==> src/rtl/pe_array_ctrl.sv <==
// Control sequencer for the PE array. One start runs a full pass:
// clear, weight load, activation load, K-tap compute, accumulate, row drain.
module pe_array_ctrl #(
  parameter int X_DIM      = 15,
  parameter int Y_DIM      = 15,
  parameter int DATA_WIDTH = 8,
  localparam int RW        = (Y_DIM > 1) ? $clog2(Y_DIM) : 1
) (
  input  logic                  clk_i,
  input  logic                  rst_i,
  input  logic                  start_i,
  input  logic [3:0]            filt_len_i,
  output logic                  busy_o,
  output logic                  done_o,
  output logic                  err_o,
  input  logic                  wt_valid_i,
  output logic                  wt_ready_o,
  input  logic                  actn_valid_i,
  output logic                  actn_ready_o,
  output logic                  out_valid_o,
  input  logic                  out_ready_i,
  output logic [RW-1:0]         out_row_o,
  output logic [3:0]            pe_mux_ctrl_o,
  output logic [4:0]            pe_compute_ctrl_o,
  input  logic [1:0]            pe_resp_i,
  output logic [1:0][Y_DIM-1:0] pe_if_rf_ctrl_o,
  output logic [1:0]            pe_wt_rf_ctrl_o,
  output logic [1:0][Y_DIM-1:0] pe_of_rf_ctrl_o
);

  typedef enum logic [2:0] {
    S_IDLE    = 3'd0,
    S_CLR     = 3'd1,
    S_LOAD_WT = 3'd2,
    S_LOAD_IF = 3'd3,
    S_COMPUTE = 3'd4,
    S_ACC     = 3'd5,
    S_DRAIN   = 3'd6,
    S_DONE    = 3'd7
  } state_e;

  state_e        state_q;
  logic [3:0]    k_q;
  logic [3:0]    klen_q;
  logic [RW-1:0] r_q;
  logic          err_q;

  logic stall_s;
  logic abort_s;
  logic k_last_s;
  logic r_last_s;

  assign stall_s  = pe_resp_i[0];
  assign abort_s  = pe_resp_i[1] && (state_q != S_IDLE);
  assign k_last_s = (k_q == (klen_q - 4'd1));
  assign r_last_s = (r_q == RW'(Y_DIM - 1));
  assign err_o    = err_q;

  // Pass sequencing: state, tap/beat counter, row counter, latched K, error pulse.
  always_ff @(posedge clk_i) begin
    if (rst_i) begin
      state_q <= S_IDLE;
      k_q     <= 4'd0;
      klen_q  <= 4'd0;
      r_q     <= '0;
      err_q   <= 1'b0;
    end else begin
      err_q <= 1'b0;
      if (abort_s) begin
        state_q <= S_IDLE;
        k_q     <= 4'd0;
        r_q     <= '0;
        err_q   <= 1'b1;
      end else begin
        case (state_q)
          S_IDLE: begin
            if (start_i) begin
              if (filt_len_i != 4'd0) begin
                klen_q  <= filt_len_i;
                k_q     <= 4'd0;
                r_q     <= '0;
                state_q <= S_CLR;
              end else begin
                err_q <= 1'b1;
              end
            end
          end
          S_CLR: state_q <= S_LOAD_WT;
          S_LOAD_WT: begin
            if (wt_valid_i) begin
              if (k_last_s) begin
                k_q     <= 4'd0;
                state_q <= S_LOAD_IF;
              end else begin
                k_q <= k_q + 4'd1;
              end
            end
          end
          S_LOAD_IF: begin
            if (actn_valid_i) begin
              if (k_last_s) begin
                k_q <= 4'd0;
                if (r_last_s) begin
                  r_q     <= '0;
                  state_q <= S_COMPUTE;
                end else begin
                  r_q <= r_q + RW'(1);
                end
              end else begin
                k_q <= k_q + 4'd1;
              end
            end
          end
          // A stalled tap holds k so the same tap is reissued afterwards.
          S_COMPUTE: begin
            if (!stall_s) begin
              if (k_last_s) begin
                k_q     <= 4'd0;
                state_q <= S_ACC;
              end else begin
                k_q <= k_q + 4'd1;
              end
            end
          end
          S_ACC: begin
            r_q     <= '0;
            state_q <= S_DRAIN;
          end
          S_DRAIN: begin
            if (out_ready_i) begin
              if (r_last_s) begin
                r_q     <= '0;
                state_q <= S_DONE;
              end else begin
                r_q <= r_q + RW'(1);
              end
            end
          end
          S_DONE: state_q <= S_IDLE;
          default: begin
            state_q <= S_IDLE;
            k_q     <= 4'd0;
            r_q     <= '0;
          end
        endcase
      end
    end
  end

  // Output decode from registered state; RF write enables follow the valids directly.
  always_comb begin
    busy_o            = (state_q != S_IDLE);
    done_o            = (state_q == S_DONE);
    wt_ready_o        = 1'b0;
    actn_ready_o      = 1'b0;
    out_valid_o       = 1'b0;
    out_row_o         = '0;
    pe_mux_ctrl_o     = 4'd0;
    pe_compute_ctrl_o = 5'd0;
    pe_if_rf_ctrl_o   = '0;
    pe_wt_rf_ctrl_o   = 2'd0;
    pe_of_rf_ctrl_o   = '0;
    case (state_q)
      S_CLR: pe_compute_ctrl_o[2] = 1'b1;
      S_LOAD_WT: begin
        wt_ready_o         = 1'b1;
        pe_mux_ctrl_o[1]   = 1'b1;
        pe_wt_rf_ctrl_o[0] = wt_valid_i;
      end
      S_LOAD_IF: begin
        actn_ready_o     = 1'b1;
        pe_mux_ctrl_o[0] = 1'b1;
        for (int i = 0; i < Y_DIM; i++) begin
          pe_if_rf_ctrl_o[0][i] = actn_valid_i && (r_q == RW'(i));
        end
      end
      S_COMPUTE: begin
        if (!stall_s) begin
          pe_if_rf_ctrl_o[1]   = '1;
          pe_wt_rf_ctrl_o[1]   = 1'b1;
          pe_compute_ctrl_o[0] = 1'b1;
          pe_compute_ctrl_o[1] = 1'b1;
          if (k_q == 4'd0) begin
            pe_compute_ctrl_o[3] = 1'b1;
          end else begin
            pe_mux_ctrl_o[2] = 1'b1;
          end
        end else begin
          pe_compute_ctrl_o = 5'd0;
        end
      end
      S_ACC: begin
        pe_compute_ctrl_o[4] = 1'b1;
        pe_of_rf_ctrl_o[0]   = '1;
      end
      S_DRAIN: begin
        pe_mux_ctrl_o[3] = 1'b1;
        out_valid_o      = 1'b1;
        out_row_o        = r_q;
        for (int i = 0; i < Y_DIM; i++) begin
          pe_of_rf_ctrl_o[1][i] = (r_q == RW'(i));
        end
      end
      default: begin
        wt_ready_o = 1'b0;
      end
    endcase
  end

endmodule
==> config.mk <==
export PLATFORM = sky130hd
export DESIGN_NAME = pe_array_ctrl
export DESIGN_NICKNAME = d
export VERILOG_FILES = /design/src/rtl/pe_array_ctrl.sv
export SDC_FILE = /design/constraint.sdc
export NUM_CORES = 1
export LEC_CHECK = 0
export CAP_MARGIN = 10
export CORE_ASPECT_RATIO = 1.25
export CORE_UTILIZATION = 39
export CTS_CLUSTER_DIAMETER = 40
export CTS_CLUSTER_SIZE = 28
export DETAILED_ROUTE_END_ITERATION = 8
export HOLD_SLACK_MARGIN = 0.05
export PLACE_DENSITY = 0.91
export REMOVE_ABC_BUFFERS = 1
export SETUP_SLACK_MARGIN = 0.4
export SYNTH_ARGS = -nofsm -noshare
export SYNTH_HDL_FRONTEND = slang
export SYNTH_SLANG_ARGS = --single-unit
==> constraint.sdc <==
create_clock -name clk_i -period 2.22 [get_ports clk_i]
set_input_delay 0.333 -clock clk_i [delete_from_list [all_inputs] [get_ports clk_i]]
set_output_delay 0.333 -clock clk_i [all_outputs]
set_load 0.01 [all_outputs]
# Word level (Yosys, flattened, before mapping)
# Index checks and enable logic that the tools add are counted.
totals:
  ram_bits: 0
  ff_bits: 16
  elab_cells: 120
  mem_count: 0
  output_inout_bits: 81
  latchBits: 0
  input_bits: 12
  rom_bits: 0
op_classes:
  div_mod_pow: 0
  bitwise: 1
  n_shift: 0
  n_eq_ne: 33
  muxes: 50
  n_mul: 0
  reduce_logical: 28
  add_sub_neg: 3
  magnitude_cmp: 0
ops:
  columns: ["cell", "count"]
  rows:
  - ["two-way mux 15 bit", 5]
  - ["two-way mux 4 bit", 11]
  - ["two-way mux 3 bit", 11]
  - ["case mux 4 bit (4 select lines)", 2]
  - ["== test 4 bit (second input constant)", 7]
  - ["case mux 3 bit (8 select lines)", 1]
  - ["!= test 2 bit (second input constant)", 11]
  - ["two-way mux 1 bit", 18]
  - ["== test 4 x 3 -> 1 bit (second input constant)", 4]
  - ["logical AND 1 bit", 16]
  - ["== test 3 bit (second input constant)", 4]
  - ["AND reduction 6 bit", 2]
  - ["nonzero test 4 bit", 3]
  - ["AND reduction 11 bit", 1]
  - ["adder 4 x 1 -> 4 bit (second input constant)", 2]
  - ["== test 4 x 2 -> 1 bit (second input constant)", 2]
  - ["zero test 4 bit", 2]
  - ["== test 3 x 2 -> 1 bit (second input constant)", 2]
  - ["== test 4 x 1 -> 1 bit (second input constant)", 1]
  - ["== test 4 bit", 1]
  - ["two-way mux 2 bit", 2]
  - ["AND reduction 4 bit", 1]
  - ["subtractor 4 x 1 -> 4 bit (second input constant)", 1]
  - ["== test 3 x 1 -> 1 bit (second input constant)", 1]
  - ["4 further kinds", 4]

# Longest topological paths before layout
depth:
  ltp_word: 5
  ltp_mapped: 8
  ltp_nobuf: 7

# Least setup slack after synthesis
# No wires, ideal clock.
synth_path:
  path_kind: "flip-flop to output port"
  start: "reg state_q[1]"
  end: "out pe_if_rf_ctrl_o[0] (netlist bit)"
  stages_incl_launch_ff: 6
  path_buffers: 0
  required_time_ns: 1.887
  t_arrival_ns: 1.676
  path_slack_ns: 0.211
  path_cell_list: "dfxtp_1 nor2b_1 and2_1 nand2_1 or3_1 nor3_1"
synth_rtl:
  columns: ["element", "line", "source"]
  rows:
  - ["from (decl)", "42", "state_e state_q;"]
  - ["from (signal assigned)", "62", "state_q <= S_IDLE;"]
  - ["from (signal assigned)", "70", "state_q <= S_IDLE;"]
  - ["from (signal assigned)", "82", "state_q <= S_CLR;"]
  - ["to (decl)", "26", "output logic [1:0][Y_DIM-1:0] pe_if_rf_ctrl_o,"]

# Final worst setup path
layout_path:
  start: "reg state_q[1]"
  end: "reg state_q[2]"
layout_between:
  elab_chain_cells: 3
  elab_cells_between_ends: 24
  classes_between: "eq/ne: 18; mux: 1; reduce/logical: 5"
layout_lines:
  columns: ["element", "line", "source"]
  rows:
  - ["== test 3 x 2 -> 1 bit (tied with other cells)", "75", "case (state_q)"]
  - ["!= test 2 bit (no line) / logical AND 1 bit (equally long branches)", null, null]
  - ["AND reduction 11 bit (no line) / OR reduction 2 bit (equally long branches)", null, null]
# Several ways; a longest one is shown, not always the timed one.
# A chain may end at the register's enable or synchronous reset.

==> run summary <==
* 3.80 mm — DPL Wire Length
* 4600 sq um — die area
* -177 ps — post-place setup slack
* built — CTS tree
* 69.2% — final core utilization
* 2 — number of buffers on the longest clock path
* 363 — Placed Cells
* 69.3% — Layout Area Growth over Synthesis
* 126 ps — Worst Slack Setup Final
* 19.0% — Synth top area share
* 1690 sq um — mapped cell area
* 16 — Seq cells post-synth
* 75.6 um — die outline height
* 3 — Inserted Clock Buffers
* 20 — maximum number of pins on one net before global-route repair
* 0 — synth warn
* register — crit end category
* 19.0% — part of the Yosys area used for sequential elements
* 93 — Top Ports
* 0 — Max Cap Viol
* 80 ps — Worst-path clk slew
* 7.16 sq um — Mean Syn Cell Area
* 6.88 mm — final routed wirelength across all metal layers
* 2090 ps — post-layout min period
* 591 ps — measured slew at the worst slew-check pin
* 478 MHz — fmax
* 92 — Buffers on Ports
* 2420 ps — endpoint required time on the critical path
* nor2b_4 -> buf_4 -> buf_6 -> buf_6 -> a32o_2 -> or3b_4 -> or3_4 -> a21oi_2 — critical-path cell list
* 0 — ant diodes
* or3b_4 — cell with the largest stage delay on the worst path
* input pin to register — worst min-delay path category
* 60.9 um — Die Width
* 238 uV — largest vdd supply drop
* 387 — filler-free cell count of the finished design
* 0 — ANT nets after route
* 60.2% — Rel. slew slack
* 50 — post-synthesis cell type count
* register to register — kind of critical path
* 0 — grt total ovfl
* 1,810 — number of global-route vias before repair
* 0 — number of setup violations in the final report
* dfxtp_1 — cell type with the highest aggregate area in the netlist
* 11.3 ps — worst-case clock skew
* 111 — Starting DRT DRC Count
* 270 ps — clock latency reported for the late side of the worst-skew pair
* 420 ps — Crit path largest cell delay
* 8.47 mm — first-pass GRT wire length
* register — type of origin of the critical path
* buf_6 — cell occurring most often along the worst timing path
* 567 nW/um^2 — PwrDens
* 24.2% — GR Util All Layers
* 40.9% — starting density of the core
* 236 — Post-Syn Instances
* 0 — antenna violations before repair
* 347 — NumNets Final
* 16 — TritonCTS sink count
* 49.8% — fraction of final layout cells sized beyond drive strength 1
* 0% — ys async rst share
* yes — setup repair after global routing missed its margin
* 4130 sq um — Core Area
* 94.3% — final critical-path share of the clock period
* dfxtp_1 — most used flip-flop cell after synthesis
* 1 — H-tree levels
* 5.50 — routed vias/inst
* 26 — # rows
* 3 — hold-critical path depth
* 1.58 nW — Pleak
* 4 — Crit Path Max Fanout
* dfxtp_1 (19%), buf_4 (16%), nor2_1 (6.7%) — cell types occupying the most area after synthesis
* complete, no violations — result of the run
* 0.889 — routability cong.
* 4 — Pre-antenna DRT Iters
* 8 — number of cells on the worst reg-to-reg path
* 0 — final slew viol count
* 2300 ps — data arrival time of the critical path
* 0 — final hold violations
* 0 — DRC errors left
* 2,127 — routed vias
* 17.8 um — routed wire length per instance
* clkbuf_8 — clock root buffer master
* 1.62 mW — Overall Power
* 0 — Hold Buf Count CTS
* 0 — count of flip-flops with a built-in enable after synthesis
-- Yosys cell counts (3+ instances only) --
master	n
buf_4	35
nor2_1	30
nand2_1	19
dfxtp_1	16
nor3_1	14
a21oi_1	13
nand3_1	11
clkbuf_1	8
or3_1	8
and2_1	6
inv_1	6
mux2i_1	5
nand2b_1	5
and3_1	4
nor2b_1	4
o21ai_0	4
buf_6	3
ha_1	3
nand4b_1	3
xnor2_1	3
-- kinds of logic (layout without fill, tap and decap cells) --
family / after synthesis / in the layout / synth area share, %
compound gates: 35 / 35 / 14.5
mux: 5 / 5 / 2.96
flops: 16 / 16 / 19.0
simple gates: 118 / 119 / 36.5
fa+ha+maj: 3 / 3 / 2.22
buf+inv: 53 / 147 / 20.9
xor+xnor: 6 / 6 / 3.93
-- sequential cells by signal, summed over array words and instances, names as in the netlist --
name,flops
err_o,1
state_q,3
k_q,4
r_q,4
klen_q,4
-- stage by stage --
stage | TNS, ps | hold WS, ps | cell area [sq um]
finish | 0 | 521 | 2860
global route | 0 | 540 | 2860
CTS | 0 | 511 | 2650
detailed placement | -1050 | 504 | 2540
global placement | -839 | 508 | 2540
floorplan | -661 | 402 | 1360
-- per-layer routing --
layer	vias up	share of wire (%)	global-route usage (%)
li1	985	-	-
met1	1021	38	27.0
met2	99	53	46.2
met3	22	6.1	4.41
met4	0	3.0	6.82
met5	-	0	0
-- worst paths after layout --
path	from	endpoint	slack, ps
worst max-delay path	state_q[1]$_SDFFE_PP0P_	state_q[2]$_SDFFE_PP0P_	130
worst min-delay path	filt_len_i[3]	klen_q[3]$_SDFFE_PP0P_	520
worst max register to register	state_q[1]$_SDFFE_PP0P_	state_q[2]$_SDFFE_PP0P_	130
worst min register to register	k_q[0]$_SDFFE_PP0P_	k_q[0]$_SDFFE_PP0P_	530
-- final cells by class --
type,instances,area [sq um]
Timing Repair Buffer,136,1090
Fill cell,330,1270
Tap cell,56,70.1
Multi-Input combinational cell,168,1270
Clock buffer,4,55.1
Sequential cell,16,342
Inverter,7,28.8
-- power breakdown --
group / switching, mW / internal (mW) / leakage (nW)
Sequential: 0.0431 / 0.322 / 0.135
Clock: 0.125 / 0.158 / 0.0288
Combinational: 0.496 / 0.478 / 1.41
Total: 0.664 / 0.959 / 1.58
-- worst max-delay path: cells and delay by family, from the launching register on --
| family | cells | cell delay (ps) |
|---|---|---|
| and+or+nand+nor | 3 | 940 |
| AOI/OAI and AO/OA | 2 | 370 |
| DFF | 1 | 370 |
| buffers and inverters | 3 | 340 |
-- layout by cell type, fill, tap and decap left out, drive strengths merged, types with 4 or more instances in the layout --
cell / n
inv: 7
and3: 4
nor2: 31
and2: 6
o21ai: 5
buf: 92
mux2i: 5
a21oi: 13
nor3: 15
dlygate4sd2: 11
dfxtp: 16
nand2: 19
or3: 8
clkdlybuf4s50: 9
clkbuf: 10
clkdlybuf4s15: 4
nand2b: 5
nand3: 11
nor2b: 4
dlymetal6s2s: 14
-- repair_timing --
| item | in CTS | in global routing |
|---|---|---|
| cloned | 1 | 3 |
| setup buffers | 2 | 14 |
| endpoints found under the setup margin | 88 | 81 |
| gates resized for setup | 223 | 115 |
| hold endpoints to repair | 0 | 0 |
| pin swaps | 7 | 29 |
No activity file was read; power rests on OpenSTA's default activity.
